## src/rtl/hc165_reader.sv

```systemverilog
// Reads a 74HC165 chain into an N-bit word on request: one SH_LD load pulse, then N QH samples
// separated by N-1 SRCLK pulses. Define HC165_SYNC_EN to pass QH through a 2-flop synchronizer.
module hc165_reader #(
  parameter int N            = 8,
  parameter int SETUP_CYCLES = 200,
  parameter int PULSE_CYCLES = 200
) (
  input  logic         clk,
  input  logic         rst_n,
  input  logic         start,
  input  logic         QH,
  output logic         SH_LD,
  output logic         SRCLK,
  output logic         RDY,
  output logic [N-1:0] data_out,
  output logic         valid
);
  localparam int MAX_CYC = (PULSE_CYCLES > SETUP_CYCLES) ? PULSE_CYCLES : SETUP_CYCLES;
  localparam int TW      = (MAX_CYC > 1) ? $clog2(MAX_CYC) : 1;
  localparam logic [TW-1:0] P_LAST = TW'(PULSE_CYCLES - 1);
  localparam logic [TW-1:0] S_LAST = TW'(SETUP_CYCLES - 1);
  localparam logic [5:0]    N_BITS = 6'(N);

  typedef enum logic [2:0] {
    IDLE, LOAD_LO, LOAD_SETUP, SAMPLE, CLK_HI, CLK_LO, DONE
  } state_t;

  state_t        state, state_nx;
  logic [TW-1:0] timer, timer_nx;
  logic [5:0]    cnt, cnt_nx;
  logic [N-1:0]  sr, sr_nx;
  logic [N-1:0]  data_nx;
  logic          sh_ld_nx, srclk_nx, rdy_nx, valid_nx;
  logic          qh_smp;

  if (N < 1 || N > 32) begin : g_n_chk
    $error("hc165_reader: N must be in 1..32");
  end

`ifdef HC165_SYNC_EN
  logic qh_s1, qh_s2;

  if (SETUP_CYCLES < 3) begin : g_setup_chk
    $error("hc165_reader: SETUP_CYCLES must be >= 3 with the QH synchronizer");
  end

  always_ff @(posedge clk or negedge rst_n) begin
    if (!rst_n) begin
      qh_s1 <= 1'b0;
      qh_s2 <= 1'b0;
    end else begin
      qh_s1 <= QH;
      qh_s2 <= qh_s1;
    end
  end

  assign qh_smp = qh_s2;
`else
  assign qh_smp = QH;
`endif

  always_ff @(posedge clk or negedge rst_n) begin
    if (!rst_n) begin
      state    <= IDLE;
      timer    <= '0;
      cnt      <= '0;
      sr       <= '0;
      data_out <= '0;
      SH_LD    <= 1'b1;
      SRCLK    <= 1'b0;
      RDY      <= 1'b1;
      valid    <= 1'b0;
    end else begin
      state    <= state_nx;
      timer    <= timer_nx;
      cnt      <= cnt_nx;
      sr       <= sr_nx;
      data_out <= data_nx;
      SH_LD    <= sh_ld_nx;
      SRCLK    <= srclk_nx;
      RDY      <= rdy_nx;
      valid    <= valid_nx;
    end
  end

  // Outputs are computed one cycle ahead so every pin leaves a flop.
  always_comb begin
    state_nx = state;
    timer_nx = timer;
    cnt_nx   = cnt;
    sr_nx    = sr;
    data_nx  = data_out;
    sh_ld_nx = SH_LD;
    srclk_nx = SRCLK;
    rdy_nx   = RDY;
    valid_nx = 1'b0;
    unique case (state)
      IDLE: begin
        rdy_nx = 1'b1;
        if (start && RDY) begin
          state_nx = LOAD_LO;
          rdy_nx   = 1'b0;
          cnt_nx   = '0;
          timer_nx = '0;
          sh_ld_nx = 1'b0;
        end
      end
      LOAD_LO: begin
        if (timer == P_LAST) begin
          state_nx = LOAD_SETUP;
          timer_nx = '0;
          sh_ld_nx = 1'b1;
        end else begin
          timer_nx = timer + TW'(1);
        end
      end
      LOAD_SETUP: begin
        if (timer == S_LAST) begin
          state_nx = SAMPLE;
          timer_nx = '0;
        end else begin
          timer_nx = timer + TW'(1);
        end
      end
      SAMPLE: begin
        sr_nx    = sr << 1;
        sr_nx[0] = qh_smp;
        cnt_nx   = cnt + 6'd1;
        timer_nx = '0;
        if (cnt + 6'd1 == N_BITS) begin
          state_nx = DONE;
        end else begin
          state_nx = CLK_HI;
          srclk_nx = 1'b1;
        end
      end
      CLK_HI: begin
        if (timer == P_LAST) begin
          state_nx = CLK_LO;
          timer_nx = '0;
          srclk_nx = 1'b0;
        end else begin
          timer_nx = timer + TW'(1);
        end
      end
      CLK_LO: begin
        if (timer == S_LAST) begin
          state_nx = SAMPLE;
          timer_nx = '0;
        end else begin
          timer_nx = timer + TW'(1);
        end
      end
      DONE: begin
        data_nx  = sr;
        valid_nx = 1'b1;
        state_nx = IDLE;
      end
      default: state_nx = IDLE;
    endcase
  end
endmodule

```

## config.mk

```make
export PLATFORM = sky130hd
export DESIGN_NAME = hc165_reader
export DESIGN_NICKNAME = d
export VERILOG_FILES = /design/src/rtl/hc165_reader.sv
export SDC_FILE = /design/constraint.sdc
export NUM_CORES = 1
export LEC_CHECK = 0
export BUFFER_PORTS_ARGS = -buffer_cell sky130_fd_sc_hd__buf_2
export CORE_UTILIZATION = 57
export CTS_BUF_LIST = sky130_fd_sc_hd__clkbuf_4 sky130_fd_sc_hd__clkbuf_8 sky130_fd_sc_hd__clkbuf_16
export CTS_CLUSTER_SIZE = 30
export DETAILED_ROUTE_END_ITERATION = 6
export HOLD_SLACK_MARGIN = 0.02
export PLACE_DENSITY = 0.77
export REMOVE_ABC_BUFFERS = 1
export SLEW_MARGIN = 5
export SYNTH_ARGS = -nofsm -noshare
export SYNTH_HDL_FRONTEND = slang
export SYNTH_SLANG_ARGS = --single-unit
export TNS_END_PERCENT = 100
```

## constraint.sdc

```tcl
create_clock -name clk -period 2 [get_ports clk]
set_clock_uncertainty 0.1 [all_clocks]
set_input_delay 0.2 -clock clk [delete_from_list [all_inputs] [get_ports clk]]
set_output_delay 0.2 -clock clk [all_outputs]
set_load 0.005 [all_outputs]
```

=== Word-level counts from Yosys, hierarchy flattened ===
Index checks and enable logic that the tools add are counted.

* Bits of input ports: 4
* Word-level logic and storage cells: 56
* Output and inout port bits: 12
* Bits in registers: 37

* Eq/ne operators: 13
* Add/sub/neg operators: 2
* Multiplexer cells: 19
* Reductions and logical operators: 13

{| class="wikitable"
|+ Operators with widths
! kind !! number
|-
| $pmux 8 s3 || 1
|-
| $mux 8 || 2
|-
| $pmux 3 s5 || 1
|-
| $mux 3 || 4
|-
| $pmux 6 s2 || 1
|-
| $eq 3x3->1 const B || 3
|-
| $add 8x1->8 const B || 1
|-
| $eq 8x8->1 const B || 1
|-
| $ne 2x2->1 const B || 4
|-
| $add 6x1->6 const B || 1
|-
| $eq 3x2->1 const B || 2
|-
| $eq 6x4->1 const B || 1
|-
| $mux 1 || 6
|-
| $mux 6 || 1
|-
| $reduce_and 3->1 || 2
|-
| $reduce_bool 2->1 || 3
|-
| $pmux 1 s2 || 2
|-
| $reduce_and 2->1 || 2
|-
| $reduce_and 4->1 || 1
|-
| $reduce_or 4->1 || 1
|-
| $eq 3x1->1 const B || 1
|-
| $logic_not 3->1 || 1
|-
| $reduce_bool 3->1 || 1
|-
| $mux 2 || 1
|-
| other kinds (3) || 3
|}

=== Logic depth before layout (Yosys ltp) ===
* Depth after elaboration: 4
* Gate-level depth with buffers: 6
* Depth with buffers taken out: 5

=== Worst setup path before layout ===
Ideal clock, no wire load.

* Kind: flip-flop to flip-flop
* Start: reg RDY
* End: reg timer[7]
* Period minus slack after synthesis: 1.600 ns
* Buffers on the path: 0
* Path slack: 0.400 ns
* Setup time: 0.078 ns
* Arrival time: 1.422 ns
* Data required time: 1.822 ns
* Stages on the path, launching flop included: 5
* Path through: dfstp_2 > a2111o_1 > and4bb_1 > or3b_1 > a21oi_1

* Longest elaborated chain between the ends: 3

{| class="wikitable"
|+ Ends and longest elaborated chain
! element !! line !! RTL
|-
| start, declared || 14 || <nowiki>output logic RDY,</nowiki>
|-
| start signal, assigned || 81 || <nowiki>RDY <= rdy_nx;</nowiki>
|-
| $logic_and 1x1->1 || 100 || <nowiki>if (start && RDY) begin</nowiki>
|-
| $ne 2x2->1 (no line) || - ||
|-
| $reduce_and 2->1 (no line) || - ||
|-
| end signal, assigned || 75 || <nowiki>timer <= timer_nx;</nowiki>
|-
| end, declared || 29 || <nowiki>logic [TW-1:0] timer, timer_nx;</nowiki>
|}

Every way passes these cells.
A chain may end at the register's enable or synchronous reset.

=== Worst setup path after layout ===
* Start: reg state[2]
* End: reg state[0]

* Longest elaborated chain between the ends: 4
* Elaborated cells on any way between the ends: 13
* Classes of those cells: 9 x eq/ne; 1 x mux; 3 x reduce/logical

{| class="wikitable"
|+ Ends and longest elaborated chain
! element !! line !! RTL
|-
| start, declared || 28 || <nowiki>state_t state, state_nx;</nowiki>
|-
| start signal, assigned || 74 || <nowiki>state <= state_nx;</nowiki>
|-
| $eq 3x3->1 or $eq 3x2->1 (tied branches) || 97 || <nowiki>unique case (state)</nowiki>
|-
| $reduce_or 2->1 (no line) || - ||
|-
| $ne 2x1->1 (no line) || - ||
|-
| $reduce_and 4->1 (no line) || - ||
|}

Several ways; a longest one is shown, not always the timed one.

==> load_flow_metrics.sql <==
INSERT INTO impl_metrics (metric_group, metric, value, unit) VALUES
('outcome', 'status', 'finished, violations left', ''),
('outcome', 'failed_checks', 'design-rule violations', ''),
('setup_path', 'cp_slowest_cell', 'sky130_fd_sc_hd__dfrtp_1', ''),
('power', 'peakVddDrop', '0.6338', 'mV'),
('worst_hold_path', 'hold_end', 'RDY$_DFFE_PN1P_', ''),
('floorplanning', 'die_height', '56.74', 'µm'),
('floorplanning', 'chipWidth', '56.74', 'µm'),
('routing', 'wirelength', '3.319', 'mm'),
('flow_run', 'max-cap-violations', '0', ''),
('setup_path', 'max_stage_delay', '0.49', 'ns'),
('clock_tree', 'cts_buffer_depth', '2', ''),
('setup_path', 'worst-r2r-cell-count', '4', ''),
('sta', 'setup_viol', '0', ''),
('routing', 'detail_route.iter0.violations', '64', ''),
('sta', 'achievable-frequency', '544.3', 'MHz'),
('clock_tree', 'tritoncts', 'done', ''),
('floorplanning', 'effective_utilization_at_floorplan', '0.6088', ''),
('sta', 'final_period_minus_worst_setup_slack', '1.837', 'ns'),
('worst_hold_path', 'hold_path_class', 'input port to flip-flop', ''),
('sta', 'grt_setup_unrepaired', 'false', ''),
('setup_path', 'crit_path_end_kind', 'flip-flop', ''),
('sta', 'timing.final.hold_violations', '0', ''),
('layout', 'post_route_cells_drive_above_1_share', '0.2174', ''),
('clock_tree', 'htreeDepth', '2', ''),
('power', 'power_leakage', '0.9688', 'nW'),
('yosys', 'synthesis.area', '0.001708', 'mm²'),
('layout', 'number_of_nets_in_the_layout', '190', ''),
('setup_path', 'crit_family', 'compound AO/OA/AOI/OAI gates', ''),
('setup_path', 'r2r_setup_slack', '0.16', 'ns'),
('global_route', 'total_track_usage', '0.2381', ''),
('place', 'final_wtd_congestion', '0.8575', ''),
('yosys', 'ys_seq_area_frac', '0.5436', ''),
('yosys', 'postSynthRegisterBits', '37', ''),
('routing', 'number_of_antenna_violating_nets_in_the_routed_design', '0', ''),
('clock_tree', 'cts-root-buf', 'sky130_fd_sc_hd__clkbuf_4', ''),
('yosys', 'syn_area_per_cell', '10.61', 'µm²'),
('setup_path', 'critical_path_buf_inv_count', '0', ''),
('setup_path', 'startpoint_kind_of_the_worst_setup_timing_path', 'flip-flop', ''),
('setup_path', 'timing.critical_path.required', '2.14', 'ns'),
('global_route', 'global_route_wire_length_before_repair', '5.637', 'mm'),
('sta', 'worst_pin_slew', '0.8002', 'ns'),
('place', 'hpwl', '2.244', 'mm'),
('power', 'power_per_cell_area', '1118', 'mW/mm²'),
('sta', 'timing.final.max_slew_violations', '0', ''),
('worst_hold_path', 'hold_path_depth', '3', ''),
('routing', 'final_routed_drc_violation_total', '2', ''),
('yosys', 'yosysWarnings', '0', ''),
('routing', 'route.detailed.wl_per_inst', '15.44', 'µm'),
('yosys', 'ys_top_cells_by_count', 'sky130_fd_sc_hd__nand2_1, sky130_fd_sc_hd__dfrtp_1, sky130_fd_sc_hd__nor2_1, sky130_fd_sc_hd__mux2_2, sky130_fd_sc_hd__nand3_1', ''),
('layout', 'antenna-diode-count', '0', ''),
('sta', 'final_min_period_over_clock_period', '0.9186', ''),
('yosys', 'post-synth-top-area-cell', 'sky130_fd_sc_hd__dfrtp_1', ''),
('yosys', 'synthArstFlopShare', '1.000', ''),
('global_route', 'antenna_violations_before_repair', '0', ''),
('global_route', 'via_count_of_the_first_global_routing_pass', '1217', ''),
('layout', 'finish.instance_area', '0.001926', 'mm²'),
('worst_hold_path', 'min_from', 'start', ''),
('layout', 'area_growth_syn_to_fin', '12.75', '%'),
('clock_tree', 'insertion_delay', '0.35', 'ns'),
('routing', 'first_pass_iters', '6', ''),
('yosys', 'post-synth-top-count-cell', 'sky130_fd_sc_hd__nand2_1', ''),
('routing', 'dr_total_vias', '1280', ''),
('global_route', 'largest_net_degree_at_the_start_of_global_routing', '38', ''),
('yosys', 'ys_dominant_reg_cell', 'sky130_fd_sc_hd__dfrtp_1', ''),
('floorplanning', 'floorplan.io_pins', '16', ''),
('floorplanning', 'die_area', '0.003219', 'mm²'),
('yosys', 'synth_enable_flop_cells', '0', ''),
('floorplanning', 'coreArea', '0.002805', 'mm²'),
('setup_path', 'worst-endpoint-arrival', '1.98', 'ns'),
('clock_tree', 'path_clk_slew', '0.12', 'ns'),
('yosys', 'postSynthCellCount', '161', '');
==> worst max path at each step <==
stage,cells past startpoint,start,endpoint
after detailed placement,4,state[1]$_DFFE_PN0P_,state[0]$_DFFE_PN0P_
after floorplan,4,state[1]$_DFFE_PN0P_,SRCLK$_DFFE_PN0P_
after global routing,4,state[2]$_DFFE_PN0P_,state[0]$_DFFE_PN0P_
after CTS,4,state[1]$_DFFE_PN0P_,state[0]$_DFFE_PN0P_
final,4,state[2]$_DFFE_PN0P_,state[0]$_DFFE_PN0P_
after global placement,4,state[1]$_DFFE_PN0P_,timer[7]$_DFFE_PN0P_
==> stage by stage <==
step,cells,utilization
floorplan,156,-
global placement,205,0.6490
detailed placement,205,0.6490
CTS,215,0.6860
global route,215,0.6864
finish,215,0.6864
==> placed cells by master, fill, tap and decap left out, types with 4 or more instances in the layout <==
master	Yosys	routed
sky130_fd_sc_hd__o21ai_0	6	6
sky130_fd_sc_hd__a22o_1	6	6
sky130_fd_sc_hd__dfrtp_1	35	34
sky130_fd_sc_hd__o31ai_1	4	4
sky130_fd_sc_hd__nand3_1	7	7
sky130_fd_sc_hd__xnor2_1	5	5
sky130_fd_sc_hd__nor2_1	10	10
sky130_fd_sc_hd__buf_2	4	15
sky130_fd_sc_hd__mux2_2	9	9
sky130_fd_sc_hd__nand2_1	37	37
sky130_fd_sc_hd__clkbuf_4	0	5
==> flip-flops by register name (all words and copies together), names as in the netlist <==
register  cells
RDY           1
SH_LD         1
SRCLK         1
cnt           6
data_out      8
sr            8
state         3
timer         8
valid         1
==> tightest hold or removal path, stage by stage <==
cell and delay (ns):
sky130_fd_sc_hd__buf_2 0.10, sky130_fd_sc_hd__a2111o_1 0.21, sky130_fd_sc_hd__nand2_1 0.07
==> routing by layer <==
layer,share of wire,GRT usage,wire length [µm],vias up
li1,-,-,-,615
met1,0.45,0.3176,1508,610
met2,0.48,0.3537,1587,43
met3,0.047,0.07834,157,12
met4,0.020,0.1080,66,0
met5,0,0,0,-
==> power by group <==
part	internal (W)	switching, W	total (W)
clock network	0.000265	0.000257	0.000522
registers	0.000906	0.000162	0.00107
logic	0.000271	0.000293	0.000563
==> kinds of logic (layout without fill, tap and decap cells) <==
logic type	after synthesis	in the layout	share of synthesized area
simple gates	66	66	0.1824
flops	37	37	0.5436
compound gates	30	30	0.1311
mux	9	9	0.05934
xor+xnor	8	8	0.04103
buf+inv	8	31	0.02051
fa+ha+maj	3	3	0.02198
==> what timing repair did <==
item                                    4_1_cts  5_1_grt
hold buffers                                  2        0
gates resized for setup                       0        1
endpoints found under the setup margin        0        1
endpoints found under the hold margin        36        0
==> cell type report <==
type	instances	area, µm²
repair buffers	20	117.6
clock inverters	3	46.29
inverters	3	11.26
clock buffers	5	37.54
well taps	31	38.79
fillers	213	879.6
multi-input cells	116	744.5
flip-flops and latches	37	929.6
Note: power is estimated with default switching activity, not from simulation.
